### config.mk
export PLATFORM = sky130hd
export DESIGN_NAME = demux_1x8_deser
export DESIGN_NICKNAME = d
export VERILOG_FILES = /design/src/rtl/demux_pkg.sv /design/src/rtl/demux_out_stage.sv /design/src/rtl/demux_1x8_deser.sv
export SDC_FILE = /design/constraint.sdc
export NUM_CORES = 1
export LEC_CHECK = 0
export BUFFER_PORTS_ARGS = -buffer_cell sky130_fd_sc_hd__buf_2
export CORE_UTILIZATION = 25
export CTS_CLUSTER_DIAMETER = 40
export DETAILED_ROUTE_END_ITERATION = 8
export GPL_TIMING_DRIVEN = 0
export PLACE_DENSITY = 0.43
export SYNTH_ARGS = -nofsm -noshare
export SYNTH_HDL_FRONTEND = slang
export SYNTH_SLANG_ARGS = --single-unit
### constraint.sdc
create_clock -name clk -period 2.2 [get_ports clk]
set_input_delay 0.44 -clock clk [delete_from_list [all_inputs] [get_ports clk]]
set_output_delay 0.44 -clock clk [all_outputs]
set_load 0.02 [all_outputs]
### src/rtl/demux_pkg.sv
// rtl/demux_pkg.sv - shared types and constants for the 1-to-8 deserializing demux (DEMUX_PARITY_CHECK_EN widens the slot counter)
package demux_pkg;

  localparam int DEMUX_WIDTH = 8;
  localparam int SLOT_W      = $clog2(DEMUX_WIDTH);

`ifdef DEMUX_PARITY_CHECK_EN
  // One extra counter bit so the parity slot (index WIDTH) is representable
  localparam int CNT_EXTRA = 1;
`else
  localparam int CNT_EXTRA = 0;
`endif

  typedef enum logic {
    OUT_EMPTY = 1'b0,
    OUT_FULL  = 1'b1
  } out_state_e;

endpackage

### src/rtl/demux_out_stage.sv
// rtl/demux_out_stage.sv - word holding register with EMPTY/FULL handshake, sticky overrun and parity flag
module demux_out_stage
  import demux_pkg::*;
#(
  parameter int WIDTH = DEMUX_WIDTH
) (
  input  logic             clk,
  input  logic             rst,
  input  logic             complete,
  input  logic [WIDTH-1:0] word,
  input  logic             par_in,
  input  logic             dout_ready,
  output logic [WIDTH-1:0] dout,
  output logic             dout_valid,
  output logic             overrun,
  output logic             parity_err
);

  out_state_e state_q, state_d;
  logic       load_en;
  logic       ovr_set;

  // Next-state and load/drop decisions for the holding register
  always_comb begin
    state_d = state_q;
    load_en = 1'b0;
    ovr_set = 1'b0;
    case (state_q)
      OUT_EMPTY: begin
        if (complete) begin
          load_en = 1'b1;
          state_d = OUT_FULL;
        end
      end
      OUT_FULL: begin
        if (complete) begin
          // Consumer draining in the same cycle frees the slot for the new word
          if (dout_ready) load_en = 1'b1;
          else            ovr_set = 1'b1;
        end else if (dout_ready) begin
          state_d = OUT_EMPTY;
        end
      end
      default: state_d = OUT_EMPTY;
    endcase
  end

  // State, holding register, sticky overrun and parity result
  always_ff @(posedge clk) begin
    if (rst) begin
      state_q    <= OUT_EMPTY;
      dout       <= '0;
      overrun    <= 1'b0;
      parity_err <= 1'b0;
    end else begin
      state_q <= state_d;
      if (load_en) begin
        dout       <= word;
        parity_err <= par_in;
      end
      if (ovr_set) overrun <= 1'b1;
    end
  end

  assign dout_valid = (state_q == OUT_FULL);

endmodule

### src/rtl/demux_1x8_deser.sv
// rtl/demux_1x8_deser.sv - serial-to-parallel time-domain demux: slot counter, slot decode, accumulator (DEMUX_PARITY_CHECK_EN adds a trailing even-parity bit)
module demux_1x8_deser
  import demux_pkg::*;
#(
  parameter int WIDTH     = DEMUX_WIDTH,
  parameter int LSB_FIRST = 1
) (
  input  logic                                clk,
  input  logic                                rst,
  input  logic                                din,
  input  logic                                din_valid,
  input  logic                                frame_start,
  output logic [WIDTH-1:0]                    dout,
  output logic                                dout_valid,
  input  logic                                dout_ready,
  output logic [$clog2(WIDTH)+CNT_EXTRA-1:0]  cur_slot,
  output logic                                overrun,
  output logic                                parity_err
);

  localparam int            SW       = $clog2(WIDTH);
  localparam int            CW       = SW + CNT_EXTRA;
  localparam logic [CW-1:0] LAST_CNT = CW'(WIDTH - 1 + CNT_EXTRA);
  localparam logic [SW-1:0] TOP_SLOT = SW'(WIDTH - 1);

  logic [CW-1:0]    cnt;
  logic [WIDTH-1:0] acc;
  logic [WIDTH-1:0] word;
  logic [SW-1:0]    slot;
  logic [SW-1:0]    first_slot;
  logic             data_slot;
  logic             complete;
  logic             par_in;

`ifdef DEMUX_PARITY_CHECK_EN
  // Counter MSB is set only while the parity bit is expected
  assign data_slot = ~cnt[CW-1];
  assign par_in    = (^word) ^ din;
`else
  assign data_slot = 1'b1;
  assign par_in    = 1'b0;
`endif

  // Slot decode: the counter acts as the select bus, mirrored for MSB-first framing
  always_comb begin
    slot       = (LSB_FIRST != 0) ? cnt[SW-1:0] : TOP_SLOT - cnt[SW-1:0];
    first_slot = (LSB_FIRST != 0) ? '0 : TOP_SLOT;
  end

  // Accumulator with the current bit merged in; this is also the completed word
  always_comb begin
    word = acc;
    if (data_slot) word[slot] = din;
  end

  // Realign wins over completion, so a frame_start cycle never emits a word
  assign complete = din_valid & ~frame_start & (cnt == LAST_CNT);

  // Slot counter and accumulator update
  always_ff @(posedge clk) begin
    if (rst) begin
      cnt <= '0;
      acc <= '0;
    end else if (frame_start) begin
      cnt <= din_valid ? CW'(1) : '0;
      acc <= din_valid ? ({{(WIDTH-1){1'b0}}, din} << first_slot) : '0;
    end else if (din_valid) begin
      if (complete) begin
        cnt <= '0;
        acc <= '0;
      end else begin
        cnt <= cnt + CW'(1);
        acc <= word;
      end
    end
  end

  assign cur_slot = cnt;

  demux_out_stage #(
    .WIDTH(WIDTH)
  ) u_out_stage (
    .clk       (clk),
    .rst       (rst),
    .complete  (complete),
    .word      (word),
    .par_in    (par_in),
    .dout_ready(dout_ready),
    .dout      (dout),
    .dout_valid(dout_valid),
    .overrun   (overrun),
    .parity_err(parity_err)
  );

endmodule

==> results of run 1 <==
## worst min path at each step
| stage | end | cells past startpoint |
|---|---|---|
| 2_1_floorplan | acc[3] | 2 |
| 3_3_place_gp | u_out_stage.overrun | 2 |
| 3_5_place_dp | u_out_stage.overrun | 2 |
| 4_1_cts | u_out_stage.dout[6] | 2 |
| 5_1_grt | u_out_stage.dout[6] | 2 |
| 6_report | u_out_stage.dout[6] | 2 |
## Yosys cell counts
cell type | number | area share
a211oi_1 | 1 | 0.0067
a211oi_2 | 7 | 0.079
a21oi_1 | 20 | 0.090
a22oi_1 | 3 | 0.020
a311oi_2 | 1 | 0.013
a31oi_1 | 1 | 0.0056
a32oi_1 | 4 | 0.031
and2_1 | 1 | 0.0056
and3_1 | 2 | 0.011
and3b_1 | 1 | 0.0079
and4b_1 | 3 | 0.027
buf_1 | 1 | 0.0034
buf_2 | 5 | 0.022
buf_4 | 2 | 0.013
buf_6 | 1 | 0.010
clkbuf_1 | 3 | 0.010
conb_1 | 1 | 0.0034
dfxtp_1 | 21 | 0.38
ha_1 | 2 | 0.022
inv_1 | 2 | 0.0067
mux2i_1 | 6 | 0.054
nand2_1 | 2 | 0.0067
nand2b_1 | 3 | 0.017
nand3_1 | 2 | 0.0090
nand3b_1 | 7 | 0.047
nand4b_1 | 1 | 0.0079
nor2_1 | 3 | 0.010
nor3_1 | 2 | 0.0090
nor3b_2 | 3 | 0.034
nor3b_4 | 1 | 0.017
o211ai_1 | 1 | 0.0067
o21ai_0 | 2 | 0.0090
o22ai_1 | 1 | 0.0056
## per-stage QoR
stage               hold WS [ns]  area, µm²  utilization  std cells  power [mW]
floorplan                  0.457       1110            -        116       0.438
global placement           0.447       1260        0.304        183       0.459
detailed placement         0.486       1260        0.304        183       0.459
CTS                        0.366       1310        0.315        187       0.729
global route               0.373       1310        0.315        187       0.749
finish                     0.377       1310        0.315        187       0.711
## kinds of logic after synthesis
logic type               after synthesis
other                                  1
AO/OA/AOI/OAI                         41
AND/OR/NAND/NOR                       31
buffers and inverters                 14
multiplexers                           6
adder cells (fa/ha/maj)                2
flip-flops                            21
## final cells by class
cell class | count | area (µm²) | share of cell area
flip-flops and latches | 21 | 420 | 0.322
plain buffers | 12 | 66.3 | 0.0508
well taps | 50 | 62.6 | 0.0479
clock buffers | 4 | 45.0 | 0.0345
multi-input cells | 81 | 619 | 0.474
repair buffers | 17 | 85.1 | 0.0651
inverters | 2 | 7.51 | 0.00575
## state kept, by name, indices dropped and copies added, names as in the netlist
register / flops
u_out_stage.dout_valid: 1
u_out_stage.overrun: 1
acc: 8
u_out_stage.dout: 8
cur_slot: 3
## worst reg2reg max path: stages (launching register included)
cell      delay [ns]
dfxtp_1         0.49
ha_1            0.20
ha_1            0.25
and3b_1         0.21
buf_2           0.22
a21oi_1         0.11
a311oi_2        0.24
## metal layers
metal	vias to the layer above	wire, µm	global-route usage
li1	476	-	-
met1	457	1270	0.151
met2	13	1350	0.232
met3	2	94	0.0362
met4	0	18	0.0459
met5	-	0	0
## power groups by stage
stage	combinational, mW	sequential, mW	clock [mW]
floorplan	0.0409	0.397	0
global placement	0.0622	0.397	0
detailed placement	0.0627	0.397	0
CTS	0.0630	0.387	0.278
global route	0.0689	0.388	0.292
finish	0.0628	0.387	0.261
==> summary.txt, run 1 <==
Status
  – Status: complete, no violations

STA
  – RSZ-0062 raised after global routing: no
  – Slew margin rel.: 0.538
  – Setup TNS: 0 ns
  – Slew Viols, Final: 0
  – Worst-margin pin slew: 0.694 ns
  – Final hold vios: 0
  – Fmax: 0.555 GHz
  – Worst setup slack after layout: 0.399 ns
  – Final Skew: 0.00518 ns
  – Crit path time final: 1.80 ns
  – Final period util: 0.818
  – # setup viols final: 0

Setup path
  – Setup crit start: cur_slot[0]
  – Slowest stage delay, CP: 0.49 ns
  – RR Endpoint: u_out_stage.dout[6]
  – WP data required: 2.38 ns
  – Most used cell, CP: ha_1
  – Crit path launch type: flip-flop
  – Setup crit end kind: flip-flop
  – Slowest cell on the critical path: dfxtp_1
  – CP Cell Sequence: ha_1, ha_1, and3b_1, buf_2, a21oi_1, a311oi_2
  – Worst EP arrival: 1.98 ns
  – Stages on worst setup path: 6
  – CP bufs+invs: 1
  – Critical path class: reg -> reg
  – Reg-to-reg startpoint: cur_slot[0]
  – CP Capture Point: u_out_stage.dout[6]
  – Reg-to-reg slack, setup: 0.40 ns
  – Worst Path Max Fanout: 10
  – R2R cell count: 6
  – Delay-heaviest family, CP: flip-flops

Routing
  – # DRC: 0
  – Post-DRT Antenna Nets: 0
  – WL per Instance: 14.6 µm
  – Vias: 948
  – Pre-antenna DRT Iters: 4
  – Total Wirelength: 2730 µm
  – Vias per Instance: 5.07
  – First DRT Iteration DRCs: 25

Finish
  – Layout cells sized above 1: 0.292
  – Most frequent cells in the layout: 22 x buf_2, 21 x dfxtp_1, 20 x a21oi_1
  – Commonest non-fill, non-tap cell in the layout: buf_2
  – FILL cells: 456
  – Diode count: 0
  – Nets@finish: 146
  – Area growth from synthesis to layout: 17.3%

GRT
  – GRT Residual Overflow: 0
  – First-pass GRT wire length: 4430 µm
  – Vias in the first global route: 961
  – Largest net degree at the start of global routing: 12
  – Total track usage: 0.131
  – Initial antenna violation count: 0

Synthesis
  – Syn_nets: 124
  – Synth Area in Compound Gates: 0.267
  – Synthesized area per cell: 9.60 µm²
  – Largest family of logic cells by synthesized area: compound AO/OA/AOI/OAI gates
  – Mapped Cells: 116
  – Area share of fa/ha/maj cells after synthesis: 0.0225
  – Synth Area in XOR/XNOR: 0
  – Simple-Gate Fraction of Synth Area: 0.209
  – Post-synthesis cell area: 1110 µm²
  – Post-synth cell types: 33
  – Sequential-to-total area share from yosys stat: 0.378
  – Synthesized flop and latch total: 21
  – Yosys warns: 0
  – Post-synthesis mux area share: 0.0539

Clock network
  – Post-CTS sizing: 0
  – Hold-fix buffers, CTS: 0
  – Worst-path clk slew: 0.08 ns
  – Clock sink total: 21
  – Worst skew pair latency: 0.26 ns
  – Longest Clk Path Bufs: 2
  – CTS buffer count: 3
  – Depth of the CTS H-tree: 1
  – CTS root buf: clkbuf_8
  – Postcts setup bufs: 0
  – CTS tree: done

Floorplan
  – Core area: 4140 µm²
  – Io pins: 20
  – Core Rows: 23
  – Starting Density: 0.269
  – Die height: 68.7 µm
  – Total die area: 4730 µm²
  – Chip Width: 68.7 µm

Power
  – Switch Pwr: 0.177 mW
  – Pwr/cell area: 545 nW/µm²
  – Combinational share of power: 0.088
  – Switching Share: 0.249
  – Int Power: 0.534 mW
  – Sequential power share: 0.544
  – VDD IR-drop max: 0.256 mV
  – Power share of the clock group: 0.367
  – Leak: 0.491 nW

Place
  – Final GP Congestion: 0.701
  – Post-Place Setup Slack: 0.378 ns
  – IO buf count: 17
  – Post-DP HPWL: 1960 µm

Hold path
  – Hold Path Class: in -> reg
  – Hold_sp: rst

Flow run
  – Max-Cap Viols: 0
No activity file was read; power rests on OpenSTA's default activity.
==> run 2, diff against run 1 <==
Clock period 2.2 ns to 1.9 ns, I/O delays scaled along.
==> run 2 against run 1 <==
Net effect:
- utilization grew 0.060 points
- sequential share of layout area grew 0.13 points
- combinational power grew 16%
- non-clock buffer count is the same
- largest cell class unchanged
- largest power group unchanged
==> summary.txt, run 2 (synthesis results as in run 1) <==
Clock network
  – Post-CTS sizing: 0 (unchanged)
  – CTS root buf: clkbuf_8 (unchanged)
  – Worst skew pair latency: 0.26 ns (about the same)
  – Worst-path clk slew: 0.08 ns (about the same)
  – Postcts setup bufs: 0 (unchanged)
  – Longest Clk Path Bufs: 2 (unchanged)
  – Depth of the CTS H-tree: 1 (unchanged)
  – CTS buffer count: 3 (unchanged)
  – CTS tree: done (unchanged)
  – Clock sink total: 21 (unchanged)
  – Hold-fix buffers, CTS: 0 (unchanged)

Floorplan
  – Starting Density: 0.269 (unchanged)
  – Core area: 4140 µm² (unchanged)
  – Total die area: 4730 µm² (unchanged)
  – Core Rows: 23 (unchanged)
  – Die height: 68.7 µm (unchanged)
  – Io pins: 20 (unchanged)
  – Chip Width: 68.7 µm (unchanged)

Place
  – Final GP Congestion: 0.701 (unchanged)
  – IO buf count: 17 (unchanged)
  – Post-DP HPWL: 1960 µm (unchanged)
  – Placed inst area: 1260 µm² (unchanged)

STA
  – Final period util: 0.893 (was 0.818)
  – # setup viols final: 0 (unchanged)
  – Final Skew: 0.00739 ns (was 0.00518 ns)
  – Crit path time final: 1.70 ns (was 1.80 ns)
  – Worst-margin pin slew: 0.694 ns (about the same)
  – Final hold vios: 0 (unchanged)
  – Setup TNS: 0 ns (unchanged)
  – Slew Viols, Final: 0 (unchanged)
  – Slew margin rel.: 0.537 (was 0.538)
  – RSZ-0062 raised after global routing: no (unchanged)
  – Fmax: 0.589 GHz (was 0.555 GHz)

GRT
  – Largest net degree at the start of global routing: 12 (unchanged)
  – Initial antenna violation count: 0 (unchanged)
  – Vias in the first global route: 961 (unchanged)
  – Met2 Track Usage GR: 0.232 (unchanged)
  – Gr busiest metal: met2 (unchanged)
  – First-pass GRT wire length: 4430 µm (unchanged)
  – Met1 usage: 0.151 (unchanged)
  – GRT met3 Usage: 0.0362 (unchanged)
  – Total track usage: 0.131 (unchanged)
  – GRT Residual Overflow: 0 (unchanged)

Setup path
  – WP data required: 2.08 ns (was 2.38 ns)
  – RR Endpoint: u_out_stage.dout[6] (unchanged)
  – Delay-heaviest family, CP: adder cells (was flip-flops)
  – CP Cell Sequence: ha_1, ha_1, and3b_1, buf_2, a21oi_1, a311oi_2 (unchanged)
  – Crit path launch type: flip-flop (unchanged)
  – Reg-to-reg slack, setup: 0.20 ns (was 0.40 ns)
  – Reg-to-reg startpoint: cur_slot[0] (unchanged)
  – Worst EP arrival: 1.88 ns (was 1.98 ns)
  – Critical path class: reg -> reg (unchanged)
  – CP bufs+invs: 1 (unchanged)
  – Setup crit end kind: flip-flop (unchanged)
  – Most used cell, CP: ha_1 (unchanged)
  – R2R cell count: 6 (unchanged)
  – Slowest cell on the critical path: dfxtp_2 (was dfxtp_1)
  – Slowest stage delay, CP: 0.41 ns (was 0.49 ns)
  – Worst Path Max Fanout: 10 (unchanged)

Finish
  – Final core area utilization: 0.316 (was 0.315)
  – Layout cells sized above 1: 0.307 (was 0.292)
  – Post-route cell area: 1310 µm² (about the same)
  – Nets@finish: 146 (unchanged)
  – Area growth from synthesis to layout: 17.5% (was 17.3%)
  – Diode count: 0 (unchanged)
  – Most frequent cells in the layout: 22 x buf_2, 20 x a21oi_1, 19 x dfxtp_1 (was 22 x buf_2, 21 x dfxtp_1, 20 x a21oi_1)
  – Commonest non-fill, non-tap cell in the layout: buf_2 (unchanged)
  – FILL cells: 456 (unchanged)

Routing
  – Vias per Instance: 5.05 (was 5.07)
  – First DRT Iteration DRCs: 25 (unchanged)
  – # DRC: 0 (unchanged)
  – Vias: 944 (was 948)
  – Total Wirelength: 2730 µm (about the same)
  – WL per Instance: 14.6 µm (about the same)
  – Post-DRT Antenna Nets: 0 (unchanged)
  – Pre-antenna DRT Iters: 4 (unchanged)

Flow run
  – Max-Cap Viols: 0 (unchanged)

Hold path
  – Hold Path Sink: u_out_stage.dout[6] (unchanged)
  – WHS Path Cells: 2 (unchanged)
  – Hold Path Class: in -> reg (unchanged)
  – Hold_sp: rst (unchanged)

Power
  – Leak: 0.491 nW (about the same)
  – Pwr/cell area: 627 nW/µm² (was 545 nW/µm²)
  – Total Power: 0.821 mW (was 0.711 mW)
  – VDD IR-drop max: 0.291 mV (was 0.256 mV)

Status
  – Status: complete, no violations (unchanged)
==> run 2: cell types whose count changed in the layout (fill, tap and decap cells not counted) <==
cell	previous run	this run
dfxtp_1	21	19
dfxtp_2	0	2
==> run 2: final cells by class <==
| type | instances | area (µm²) | area share |
|---|---|---|---|
| multi-input cells | 81 | 619 | 0.473 |
| repair buffers | 17 | 85.1 | 0.0650 |
| flip-flops and latches | 21 | 423 | 0.323 |
| clock buffers | 4 | 45.0 | 0.0344 |
| inverters | 2 | 7.51 | 0.00574 |
| plain buffers | 12 | 66.3 | 0.0507 |
| well taps | 50 | 62.6 | 0.0478 |
==> run 2: power by group <==
group / switching [mW] / internal [mW] / leakage [nW]
logic: 0.0471 / 0.0257 / 0.298
clock network: 0.150 / 0.149 / 0.0228
registers: 0.00510 / 0.444 / 0.170
==> run 2: through the flow <==
stage               setup WS [ns]  hold slack (ns)  cells
global route               0.0440            0.313    187
CTS                        0.0671            0.306    187
floorplan                   0.217            0.448    116
finish                      0.204            0.317    187
detailed placement         0.0783            0.486    183
global placement            0.113            0.447    183
==> run 2: routing by layer <==
metal	wire, µm	up-vias
met5	0	-
met4	18	0
met3	94	2
met2	1340	13
met1	1280	453
li1	-	476
==> run 2: worst max-delay path by stage <==
stage,from,cells past startpoint,end,slack (ns)
after floorplan,cur_slot[0],6,u_out_stage.dout[6],0.22
after global placement,cur_slot[0],6,u_out_stage.dout[6],0.11
after detailed placement,cur_slot[0],6,u_out_stage.dout[6],0.08
after CTS,cur_slot[0],6,u_out_stage.dout[6],0.07
after global routing,cur_slot[0],6,u_out_stage.dout[6],0.04
final,cur_slot[0],6,u_out_stage.dout[6],0.20
==> run 3, diff against run 2 <==
Settings changed: CORE_UTILIZATION 25 to 35, PLACE_DENSITY 0.43 to 0.55.
==> run 3 against run 2 <==
Net effect:
- the flow now finishes with violations (DRC)
- via count is 0.53% higher
- register-to-register slack worse by 0.03 ns
- flip-flop and latch count stayed put
- final cell count is 3.2% lower
- utilization is 11 points higher
- sequential power hardly changed
- clock skew is 0.0032 ns lower
- global-route usage is 3.1 points higher
- first-iteration DRC count is 80% higher
- hold slack worse by 0.038 ns
- power is 10% lower
- worst setup slack worse by 0.034 ns
- critical endpoint unchanged
==> summary.txt, run 3 (synthesis results as in run 1) <==
Finish
  – Post-route cell area: 1280 µm² (was 1310 µm²)
  – Commonest non-fill, non-tap cell in the layout: buf_2 (unchanged)
  – Most frequent cells in the layout: 22 x buf_2, 20 x a21oi_1, 20 x dfxtp_1 (was 22 x buf_2, 20 x a21oi_1, 19 x dfxtp_1)
  – FILL cells: 316 (was 456)
  – Layout cells sized above 1: 0.307 (unchanged)
  – Area growth from synthesis to layout: 15.2% (was 17.5%)
  – Post-route insts no fill: 181 (was 187)
  – Nets@finish: 146 (unchanged)
  – Diode count: 0 (unchanged)

Place
  – Placed inst area: 1250 µm² (was 1260 µm²)
  – Post-DP HPWL: 1770 µm (was 1960 µm)
  – DP Cell Count: 177 (was 183)
  – Final GP Congestion: 0.741 (was 0.701)
  – IO buf count: 17 (unchanged)
  – Post-Place Setup Slack: 0.115 ns (was 0.0783 ns)

Setup path
  – Slowest stage delay, CP: 0.44 ns (was 0.41 ns)
  – Reg-to-reg slack, setup: 0.17 ns (was 0.20 ns)
  – Most used cell, CP: ha_1 (unchanged)
  – RR Endpoint: u_out_stage.dout[6] (unchanged)
  – Reg-to-reg startpoint: cur_slot[1] (was cur_slot[0])
  – WP data required: 2.13 ns (was 2.08 ns)
  – Slowest cell on the critical path: dfxtp_1 (was dfxtp_2)
  – Setup crit end kind: flip-flop (unchanged)
  – Worst Path Max Fanout: 10 (unchanged)
  – CP Cell Sequence: ha_1, ha_1, and3b_1, buf_2, a21oi_1, a311oi_2 (unchanged)
  – R2R cell count: 6 (unchanged)
  – Worst EP arrival: 1.96 ns (was 1.88 ns)
  – Critical path class: reg -> reg (unchanged)
  – Crit path launch type: flip-flop (unchanged)

Floorplan
  – Chip Width: 58.4 µm (was 68.7 µm)
  – Starting Density: 0.368 (was 0.269)
  – Core Rows: 20 (was 23)
  – Total die area: 3410 µm² (was 4730 µm²)
  – Io pins: 20 (unchanged)
  – Core area: 3030 µm² (was 4140 µm²)
  – Die height: 58.4 µm (was 68.7 µm)

STA
  – Slew Viols, Final: 0 (unchanged)
  – Crit path time final: 1.73 ns (was 1.70 ns)
  – Setup TNS: 0 ns (unchanged)
  – Final Skew: 0.00421 ns (was 0.00739 ns)
  – Fmax: 0.578 GHz (was 0.589 GHz)
  – Slew margin rel.: 0.564 (was 0.537)
  – Worst setup slack after layout: 0.170 ns (was 0.204 ns)
  – Worst-margin pin slew: 0.654 ns (was 0.694 ns)
  – # setup viols final: 0 (unchanged)
  – RSZ-0062 raised after global routing: no (unchanged)
  – Final hold vios: 0 (unchanged)
  – Final period util: 0.911 (was 0.893)

Clock network
  – Postcts setup bufs: 0 (unchanged)
  – CTS tree: done (unchanged)
  – CTS buffer count: 3 (unchanged)
  – Worst skew pair latency: 0.31 ns (was 0.26 ns)
  – Longest Clk Path Bufs: 2 (unchanged)
  – Clock sink total: 21 (unchanged)
  – Worst-path clk slew: 0.12 ns (was 0.08 ns)
  – Hold-fix buffers, CTS: 0 (unchanged)
  – Depth of the CTS H-tree: 1 (unchanged)
  – CTS root buf: clkbuf_4 (was clkbuf_8)

Routing
  – First DRT Iteration DRCs: 45 (was 25)
  – WL per Instance: 13.6 µm (was 14.6 µm)
  – # DRC: 1 (was 0)
  – Total Wirelength: 2460 µm (was 2730 µm)
  – Pre-antenna DRT Iters: 6 (was 4)
  – Vias: 949 (was 944)
  – Vias per Instance: 5.24 (was 5.05)
  – Post-DRT Antenna Nets: 0 (unchanged)

GRT
  – GRT Residual Overflow: 0 (unchanged)
  – Met1 usage: 0.199 (was 0.151)
  – Largest net degree at the start of global routing: 13 (was 12)
  – Total track usage: 0.163 (was 0.131)
  – First-pass GRT wire length: 4170 µm (was 4430 µm)
  – Met2 Track Usage GR: 0.274 (was 0.232)
  – GRT met3 Usage: 0.0462 (was 0.0362)
  – Initial antenna violation count: 0 (unchanged)
  – Vias in the first global route: 911 (was 961)
  – Gr busiest metal: met2 (unchanged)

Power
  – Pwr/cell area: 575 nW/µm² (was 627 nW/µm²)
  – VDD IR-drop max: 0.362 mV (was 0.291 mV)
  – Leak: 0.486 nW (was 0.491 nW)

Hold path
  – Hold Path Class: in -> reg (unchanged)
  – Hold Path Sink: u_out_stage.dout[6] (unchanged)
  – WHS Path Cells: 2 (unchanged)
  – Hold_sp: rst (unchanged)

Flow run
  – Max-Cap Viols: 0 (unchanged)

Status
  – Failing checks: DRC
  – Status: finished with violations (was complete, no violations)
==> run 3: cell count changes in the layout (fill, tap and decap cells not counted), sizes merged <==
cell / before / now
clkinv: 0 / 1
clkbuf: 7 / 6
==> run 3: how the worst max path moves through the flow <==
| stage | cells after the start | end | from |
|---|---|---|---|
| 6_report | 6 | u_out_stage.dout[6] | cur_slot[1] |
| 3_3_place_gp | 6 | u_out_stage.dout[6] | cur_slot[0] |
| 4_1_cts | 6 | u_out_stage.dout[6] | cur_slot[0] |
| 2_1_floorplan | 6 | u_out_stage.dout[6] | cur_slot[0] |
| 5_1_grt | 6 | u_out_stage.dout[6] | cur_slot[1] |
| 3_5_place_dp | 6 | u_out_stage.dout[6] | cur_slot[0] |
==> run 3: layout make-up <==
type                    instances  area (µm²)  area share
flip-flops and latches         21         422       0.329
inverters                       2        7.51     0.00585
clock inverters                 1        5.00     0.00390
multi-input cells              81         619       0.483
plain buffers                  12        66.3      0.0517
well taps                      44        55.1      0.0429
clock buffers                   3        22.5      0.0176
repair buffers                 17        85.1      0.0663
==> run 3: what timing repair did <==
| item | CTS | global route |
|---|---|---|
| endpoints found under the hold margin | 0 | 0 |
| setup endpoints to repair | 0 | 3 |
| gates resized for setup | 0 | 1 |
==> run 3: where the power goes <==
part	switching, mW	internal, mW
registers	0.00490	0.444
logic	0.0469	0.0258
clock network	0.138	0.0786
==> run 3: through the flow <==
stage	hold slack [ns]	power, mW	utilization
after floorplan	0.448	0.508	-
after global placement	0.444	0.529	0.414
after detailed placement	0.470	0.531	0.414
after CTS	0.267	0.755	0.423
after global routing	0.259	0.781	0.424
final	0.279	0.738	0.424
==> run 3: routing by layer <==
| layer | share of wire | routed length (µm) |
|---|---|---|
| met1 | 0.46 | 1120 |
| met5 | 0 | 0 |
| met3 | 0.034 | 83 |
| met4 | 0.020 | 50 |
| met2 | 0.49 | 1200 |
==> run 3: worst max-delay path, delay by kind of cell, from the launching register on <==
kind | cells | cell delay (ns)
adders and majority gates | 2 | 0.44
DFF | 1 | 0.44
and+or+nand+nor | 1 | 0.21
buffers and inverters | 1 | 0.23
AOI/OAI and AO/OA | 2 | 0.34
